--- src/rtl/ifu_fetch.sv ---
// ifu_fetch: instruction fetch unit sitting directly after the PC register.
//
// Samples pc, performs one single-beat read on an AR/R instruction bus and hands the
// fetched word to decode over a valid/ready handshake. It also produces next_pc and
// a one-cycle pc_wen pulse that advances the PC register. Only one fetch is ever in
// flight.
//
// Ports:
//   clk, rst            clock, synchronous active-high reset
//   pc                  current PC register value (sampled in IDLE)
//   pc_wen, next_pc     PC register load strobe and value
//   redirect_valid/_pc  execute-stage control-flow redirect
//   araddr, arvalid, arready            read address channel
//   rdata, rresp, rvalid, rready        read data channel
//   inst_valid, inst_ready              decode handshake
//   inst, inst_pc, inst_fault           fetched word, its pc, access fault flag
module ifu_fetch #(
    parameter int unsigned XLEN       = 32,
    parameter int unsigned ILEN_BYTES = 4
) (
    input  logic            clk,
    input  logic            rst,
    input  logic [XLEN-1:0] pc,
    output logic            pc_wen,
    output logic [XLEN-1:0] next_pc,
    input  logic            redirect_valid,
    input  logic [XLEN-1:0] redirect_pc,
    output logic [XLEN-1:0] araddr,
    output logic            arvalid,
    input  logic            arready,
    input  logic [XLEN-1:0] rdata,
    input  logic [1:0]      rresp,
    input  logic            rvalid,
    output logic            rready,
    output logic            inst_valid,
    input  logic            inst_ready,
    output logic [XLEN-1:0] inst,
    output logic [XLEN-1:0] inst_pc,
    output logic            inst_fault
);

    typedef enum logic [1:0] {StIdle, StAr, StR, StOut} state_e;

    state_e          state_q, state_d;
    // Set when a redirect overtook a fetch already committed on the bus; the
    // corresponding R beat must be dropped.
    logic            flush_q, flush_d;
    // Shared by araddr and inst_pc: both are the pc sampled in IDLE.
    logic [XLEN-1:0] addr_q, addr_d;
    logic [XLEN-1:0] inst_q, inst_d;
    logic            fault_q, fault_d;

    // State register
    always_ff @(posedge clk) begin
        if (rst) begin
            state_q <= StIdle;
            flush_q <= 1'b0;
            addr_q  <= '0;
            inst_q  <= '0;
            fault_q <= 1'b0;
        end else begin
            state_q <= state_d;
            flush_q <= flush_d;
            addr_q  <= addr_d;
            inst_q  <= inst_d;
            fault_q <= fault_d;
        end
    end

    // Next-state logic
    always_comb begin
        state_d = state_q;
        flush_d = flush_q;
        addr_d  = addr_q;
        inst_d  = inst_q;
        fault_d = fault_q;
        unique case (state_q)
            StIdle: begin
                // On a redirect the pc port is stale; sample it next cycle instead.
                if (!redirect_valid) begin
                    addr_d = pc;
                    if (pc[1:0] != 2'b00) begin
                        fault_d = 1'b1;
                        inst_d  = '0;
                        state_d = StOut;
                    end else begin
                        state_d = StAr;
                    end
                end
            end
            StAr: begin
                // The address phase cannot be withdrawn; finish it and drop the data.
                if (redirect_valid) flush_d = 1'b1;
                if (arready) state_d = StR;
            end
            StR: begin
                if (rvalid) begin
                    if (flush_q || redirect_valid) begin
                        flush_d = 1'b0;
                        state_d = StIdle;
                    end else begin
                        inst_d  = (rresp == 2'b00) ? rdata : '0;
                        fault_d = (rresp != 2'b00);
                        state_d = StOut;
                    end
                end else if (redirect_valid) begin
                    flush_d = 1'b1;
                end
            end
            StOut: begin
                if (redirect_valid || inst_ready) state_d = StIdle;
            end
            default: state_d = StIdle;
        endcase
    end

    // Outputs
    always_comb begin
        arvalid    = (state_q == StAr);
        rready     = (state_q == StR);
        inst_valid = (state_q == StOut);
        araddr     = addr_q;
        inst_pc    = addr_q;
        inst       = inst_q;
        inst_fault = fault_q;
        // A redirect coinciding with a decode handshake yields one pulse at the target.
        pc_wen     = !rst && (redirect_valid || ((state_q == StOut) && inst_ready));
        next_pc    = redirect_valid ? redirect_pc : addr_q + XLEN'(ILEN_BYTES);
    end

endmodule

--- config.mk ---
export PLATFORM = sky130hd
export DESIGN_NAME = ifu_fetch
export DESIGN_NICKNAME = d
export VERILOG_FILES = /design/src/rtl/ifu_fetch.sv
export SDC_FILE = /design/constraint.sdc
export NUM_CORES = 1
export LEC_CHECK = 0
export BUFFER_PORTS_ARGS = -buffer_cell sky130_fd_sc_hd__buf_2
export CORE_ASPECT_RATIO = 0.5
export CORE_MARGIN = 5
export CORE_UTILIZATION = 39
export CTS_BUF_LIST = sky130_fd_sc_hd__clkbuf_4
export CTS_CLUSTER_SIZE = 30
export DETAILED_ROUTE_END_ITERATION = 6
export PLACE_DENSITY_LB_ADDON = 0.05
export SLEW_MARGIN = 25
export SYNTH_ARGS = -nofsm -noshare
export SYNTH_HDL_FRONTEND = slang
export SYNTH_SLANG_ARGS = --single-unit
--- constraint.sdc ---
create_clock -name clk -period 2.5 [get_ports clk]
set_input_delay 0.5 -clock clk [delete_from_list [all_inputs] [get_ports clk]]
set_output_delay 0.5 -clock clk [all_outputs]
set_load 0.005 [all_outputs]
==> impl_metrics.csv, run 1 <==
group,metric,value,unit
run_status,status,"finished, violations left",
run_status,violations,"setup timing",
final_layout,area_growth,44.69,%
worst_setup_path,rrSetupSlack,0.19,ns
synth,ys_seq_area_share,37.73,%
detailed_routing,wire_per_inst,15.26,um
placement,dp_slack,0.06609,ns
detailed_routing,routed-wl-met3,1.090,mm
worst_setup_path,rr_startpoint,"state_q[0]",
worst_setup_path,worstSetupPathType,"reg2out",
power,pwr-share-comb,39.4,%
clock_tree,cts_tree,"built",
floorplanning,coreArea,8859,um^2
final_layout,antennaDiodeCount,0,
final_layout,fillers,858,
synth,synth_top_area_cell,"dfxtp_1",
worst_setup_path,r2r_cells,7,
synth,syn_inst,448,
synth,ys_ff_latch,68,
timing,finalCriticalPeriod,2.890,ns
detailed_routing,met2_length,5.823,mm
power,clockPowerShare,19.8,%
hold_path,worstHoldPathType,"in2reg",
worst_setup_path,r2r-end,"inst[20]",
detailed_routing,wl_met1,5.276,mm
power,power.density,630.5,nW/um^2
timing,clock.fmax,346.0,MHz
timing,period_share,115.6,%
worst_setup_path,cp.required,2.00,ns
floorplanning,start_util,40.73,%
clock_tree,clkSinkCount,68,
worst_setup_path,worstPathMaxFanout,7,
worst_setup_path,worst_setup_path_endpoint,"next_pc[22]",
detailed_routing,drt-initial-drc-count,95,
synth,ys_types,46,
synth,ys_warn_count,0,
final_layout,drive_gt1_share,49.78,%
global_route,overflow,0,
timing,timing.hold.ws,0.2852,ns
power,sw_frac_of_total,38.14,%
placement,place_congestion,0.7991,
timing,relSlewSlack,70.80,%
timing,slew_viol_final,0,
timing,skew,0.009293,ns
global_route,first_global_vias,3877,
global_route,grt_use_total,20.34,%
placement,detailed_place_hpwl,9.259,mm
job,maxCapViolCount,0,
clock_tree,h-tree-depth,3,
timing,setup_ws,-0.3898,ns
power,peakVddDrop,0.0002719,V
detailed_routing,drtAntennaViolNets,0,
timing,hold_violations,0,
synth,avgSynthCellArea,8.055,um^2
placement,portBuffers,236,
clock_tree,clkLatencyLatePin,0.42,ns
global_route,grt_pass1_wl,19.21,mm
power,p_total,3.292,mW
floorplanning,num_rows,24,
global_route,antenna_found_initial,0,
detailed_routing,wl,12.30,mm
detailed_routing,highest_layer,"met4",
clock_tree,cts_root_buffer,"clkbuf_4",
synth,synth_nets,558,
worst_setup_path,cp-startpoint,"araddr[9]",
worst_setup_path,start_kind,"flop",
synth,synth_edf_count,0,
floorplanning,io_pins,237,
worst_setup_path,cp-end-kind,"output pin",
power,pwr-share-seq,40.8,%
detailed_routing,via_per_inst,5.058,
power,power_leakage,2.526,nW
clock_tree,clk_pin_slew,0.12,ns
synth,synth_area_leaders,"dfxtp_1 (38%), nand2_1 (9.7%), a22o_1 (7.8%)",
detailed_routing,via_count,4077,
floorplanning,dieHeight,78.02,um
global_route,grt_max_degree,38,
clock_tree,numCtsBuffers,9,
timing,rsz0062_at_grt,"yes",
timing,max_slew.worst_pin.slew,0.4373,ns
floorplanning,die_area,11390,um^2
detailed_routing,drt_pre_antenna_iters,4,
worst_setup_path,arrival,2.39,ns
synth,netlist_area,3608,um^2
power,power.switching,1.256,mW
final_layout,fin_nets,794,
synth,synthFlopType,"dfxtp_1",
synth,synthArstFlopShare,0,%
power,intPower,2.036,mW
detailed_routing,drc,0,
timing,setup_viol,15,
clock_tree,cts_buffer_depth,2,
synth,synthDominantCellAreaShare,37.73,%
floorplanning,die_x,146.0,um
[layer usage]
layer	track usage (%)	up-vias
met5	0	-
met4	5.347	0
met3	7.883	11
met2	34.37	151
met1	24.64	1883
li1	-	2032
[cell usage in the layout (no fill, tap or decap), types with 6 or more instances in the layout]
master,n
nand2_1,92
nand3_1,6
xnor2_1,9
or3_1,6
a21oi_1,36
nor2_1,21
dfxtp_2,15
inv_1,7
o21ai_0,19
clkbuf_4,10
buf_2,236
a31oi_1,13
nand4_1,6
buf_4,43
dfxtp_1,53
a22o_1,32
[worst min-delay path by stage]
stage               start    endpoint  slack, ns  cells after the start
3_3_place_gp     inst[12]    inst[12]       0.45                      1
3_5_place_dp     inst[19]    inst[19]       0.45                      1
2_1_floorplan  state_q[1]  state_q[1]       0.46                      2
5_1_grt          rdata[0]     inst[0]       0.24                      2
4_1_cts          rdata[1]     inst[1]       0.25                      2
6_report         rdata[1]     inst[1]       0.29                      2
[registers in the layout, summed over array words and instances, names as in the netlist]
register and cells:
araddr 32, inst 32, state_q 2, flush_q 1
inst_fault 1
[cells by family (layout without fill, tap and decap cells)]
group                    count (synthesis)  after routing  synth area share [%]
adder cells (fa/ha/maj)                  6              6                 2.080
AO/OA/AOI/OAI                          117            117                 21.43
flip-flops                              68             68                 37.73
XOR/XNOR                                13             13                 3.155
multiplexers                             4              4                 1.214
buffers and inverters                   67            307                 10.85
AND/OR/NAND/NOR                        173            174                 23.54
[power by group through the flow]
stage | Sequential [mW] | Clock [mW] | Combinational, mW
after floorplan | 1.39 | 0 | 0.697
after global placement | 1.34 | 0 | 1.27
after detailed placement | 1.35 | 0 | 1.28
after CTS | 1.34 | 0.678 | 1.29
after global routing | 1.36 | 0.723 | 1.44
final | 1.34 | 0.652 | 1.30
[per-stage QoR]
step,area (um^2),instances,util (%),setup TNS [ns]
after floorplan,3612,448,-,0
after global placement,4878,777,55.07,0
after detailed placement,4878,777,55.07,0
after CTS,5129,801,57.90,-3.224
after global routing,5221,806,58.94,-5.804
final,5221,806,58.94,-3.978
[critical path, cell delays in order (launching register included)]
cell and delay (ns):
dfxtp_1 0.35, nand4_1 0.16, buf_4 0.18, or4_4 0.53
or4_1 0.41, a31oi_1 0.21, buf_2 0.15
[repair_timing]
action	CTS	global route
cloned	1	0
endpoints found under the hold margin	0	0
setup endpoints to repair	17	44
pin swaps	15	10
setup buffers	7	5
hold buffers	0	0
gates resized for setup	25	12
[Yosys cell counts, types with 2 or more instances]
master / count
nor3_1: 4
a21oi_1: 36
clkbuf_1: 21
mux2_2: 3
ha_1: 6
a31oi_1: 13
o31ai_1: 6
dfxtp_1: 68
or3b_2: 2
nor2b_1: 2
a22o_1: 32
xnor2_1: 9
nand3_1: 8
and4_1: 3
nor4_1: 4
and2_1: 2
or4_1: 6
nand2b_1: 3
inv_1: 7
and3_1: 3
nand4_4: 2
buf_4: 35
xor2_1: 4
or3_1: 6
nor2_1: 22
or4_4: 2
nand2_1: 93
nand4_1: 6
o21ai_0: 21
a221o_1: 2
nand4b_1: 2
[layout make-up]
type	count	area, um^2	area share (%)
inverters	8	30.03	0.5751
repair buffers	283	1567	30.00
flip-flops and latches	68	1380	26.43
multi-input cells	314	1973	37.79
well taps	117	146.4	2.804
clock inverters	6	50.05	0.9585
clock buffers	10	75.07	1.438
Note: power is estimated with default switching activity, not from simulation.
==> run 2: changes to the inputs <==
--- a/config.mk
+++ b/config.mk
@@ -6,13 +6,15 @@
 export NUM_CORES = 1
 export LEC_CHECK = 0
 export BUFFER_PORTS_ARGS = -buffer_cell sky130_fd_sc_hd__buf_2
+export CELL_PAD_IN_SITES_DETAIL_PLACEMENT = 2
+export CELL_PAD_IN_SITES_GLOBAL_PLACEMENT = 2
 export CORE_ASPECT_RATIO = 0.5
 export CORE_MARGIN = 5
-export CORE_UTILIZATION = 39
+export CORE_UTILIZATION = 20
 export CTS_BUF_LIST = sky130_fd_sc_hd__clkbuf_4
 export CTS_CLUSTER_SIZE = 30
 export DETAILED_ROUTE_END_ITERATION = 6
-export PLACE_DENSITY_LB_ADDON = 0.05
+export PLACE_DENSITY = 0.78
 export SLEW_MARGIN = 25
 export SYNTH_ARGS = -nofsm -noshare
 export SYNTH_HDL_FRONTEND = slang
==> run 2 against run 1 <==
Net effect:
- the run still ends with setup timing left
- count of clock-buffer cells in the layout down 1
- critical path depth unchanged
- total power rose by 12%
- clock power up 33%
- maximum frequency is 0.64% higher
- largest cell class unchanged
- largest power group is now combinational cells
==> impl_metrics.csv, run 2 (synthesis results as in run 1) <==
group,metric,value,unit
timing,relSlewSlack,60.95,%
clock_tree,numCtsBuffers,9,
clock_tree,cts_tree,"built",
placement,detailed_place_hpwl,12.83,mm
timing,setup_ws,-0.3713,ns
global_route,antenna_found_initial,5,
worst_setup_path,rrSetupSlack,0.15,ns
timing,rsz0062_at_grt,"yes",
clock_tree,clk_pin_slew,0.14,ns
floorplanning,start_util,20.59,%
timing,hold_violations,0,
timing,finalCriticalPeriod,2.871,ns
detailed_routing,wl,18.68,mm
hold_path,worstHoldPathType,"in2reg",
detailed_routing,via_per_inst,4.648,
placement,place_congestion,0.7699,
global_route,grt_use_total,16.17,%
run_status,status,"finished, violations left",
power,power.density,649.0,nW/um^2
floorplanning,die_x,200.0,um
detailed_routing,drc,0,
detailed_routing,via_count,4346,
global_route,grt_pass1_wl,27.26,mm
timing,period_share,114.9,%
clock_tree,clkLatencyLatePin,0.42,ns
worst_setup_path,arrival,2.37,ns
power,peakVddDrop,0.0002445,V
clock_tree,h-tree-depth,3,
floorplanning,dieHeight,105.0,um
final_layout,fillers,2074,
hold_path,hold_depth,2,
clock_tree,clkSinkCount,68,
final_layout,fin_nets,803,
worst_setup_path,rr_startpoint,"state_q[0]",
clock_tree,cts_root_buffer,"clkbuf_4",
power,power_leakage,2.661,nW
worst_setup_path,cp-end-kind,"output pin",
timing,fin_tns_setup,-4.213,ns
hold_path,min_from,"rst",
detailed_routing,drt-initial-drc-count,145,
global_route,grt_max_degree,37,
timing,slew_viol_final,0,
placement,dp_cells,899,
worst_setup_path,worstSetupPathType,"reg2out",
final_layout,drive_gt1_share,53.58,%
final_layout,layout_common_cells,"buf_2 (236), nand2_1 (90), dfxtp_1 (48), buf_4 (45), a21oi_1 (36)",
final_layout,final_cell_area,5659,um^2
floorplanning,coreArea,17530,um^2
final_layout,fin_cells,935,
detailed_routing,wire_per_inst,19.97,um
worst_setup_path,worstPathMaxFanout,3,
detailed_routing,drt_pre_antenna_iters,4,
worst_setup_path,cp.required,2.00,ns
worst_setup_path,start_kind,"flop",
final_layout,final_common_cell,"buf_2",
timing,skew,0.01980,ns
clock_tree,cts_buffer_depth,2,
timing,setup_viol,16,
worst_setup_path,r2r-end,"inst[28]",
timing,clock.fmax,348.3,MHz
power,p_total,3.673,mW
placement,portBuffers,236,
placement,placed_area,5050,um^2
clock_tree,post_cts_hold_buffer_count,0,
floorplanning,die_area,20990,um^2
floorplanning,io_pins,237,
final_layout,area_growth,56.83,%
hold_path,worstHoldEndpoint,"inst_fault",
run_status,violations,"setup timing",
final_layout,fin_util,32.29,%
job,maxCapViolCount,0,
timing,max_slew.worst_pin.slew,0.5804,ns
floorplanning,num_rows,34,
global_route,first_global_vias,4774,
worst_setup_path,r2r_cells,7,
global_route,overflow,0,
detailed_routing,drtAntennaViolNets,0,
==> run 2: worst max-delay path by stage <==
stage	to	startpoint	slack (ns)
after CTS	next_pc[30]	araddr[2]	-0.40
after global routing	next_pc[22]	araddr[9]	-0.53
after detailed placement	next_pc[30]	araddr[3]	0.0002
final	next_pc[30]	araddr[2]	-0.37
after global placement	next_pc[30]	araddr[3]	0.04
after floorplan	next_pc[30]	araddr[3]	0.004
==> run 2: stage by stage <==
stage / hold WS (ns) / worst slack [ns]
3_3_place_gp: 0.4523 / 0.03534
5_1_grt: 0.2245 / -0.5302
2_1_floorplan: 0.4647 / 0.004069
3_5_place_dp: 0.4535 / 0.0002021
4_1_cts: 0.2305 / -0.3982
6_report: 0.2786 / -0.3713
==> run 2: final cells by class <==
class                   count  area (um^2)  share of cell area [%]
multi-input cells         314         2112                   37.32
repair buffers            292         1664                   29.41
flip-flops and latches     68         1386                   24.50
well taps                 234        292.8                   5.174
clock inverters             7        98.84                   1.747
clock buffers               9        67.56                   1.194
inverters                   8        30.03                  0.5306
diodes                      3        7.507                  0.1327
==> run 2: critical path, cell delays in order, from the launching register on <==
cell and delay [ns]:
dfxtp_2 0.38, ha_4 0.16, nand4_4 0.09, or4_4 0.53, or4_1 0.49, a31oi_1 0.18, buf_2 0.15
==> run 2: what timing repair did <==
item | in CTS | in global routing
gates resized for setup | 32 | 52
setup endpoints to repair | 18 | 46
pin swaps | 12 | 23
buffers inserted | 7 | 12
cloned | 1 | 0
==> run 2: layer usage <==
layer	part of all wire [%]	track usage [%]	up-vias
li1	-	-	2050
met1	40	18.08	2160
met2	54	30.09	102
met3	3.5	3.859	30
met4	2.0	5.233	4
met5	0.18	0	-
==> run 2: power breakdown <==
group	switching [mW]	internal, mW
Sequential	0.134	1.22
Combinational	0.827	0.626
Clock	0.452	0.413
Total	1.41	2.26
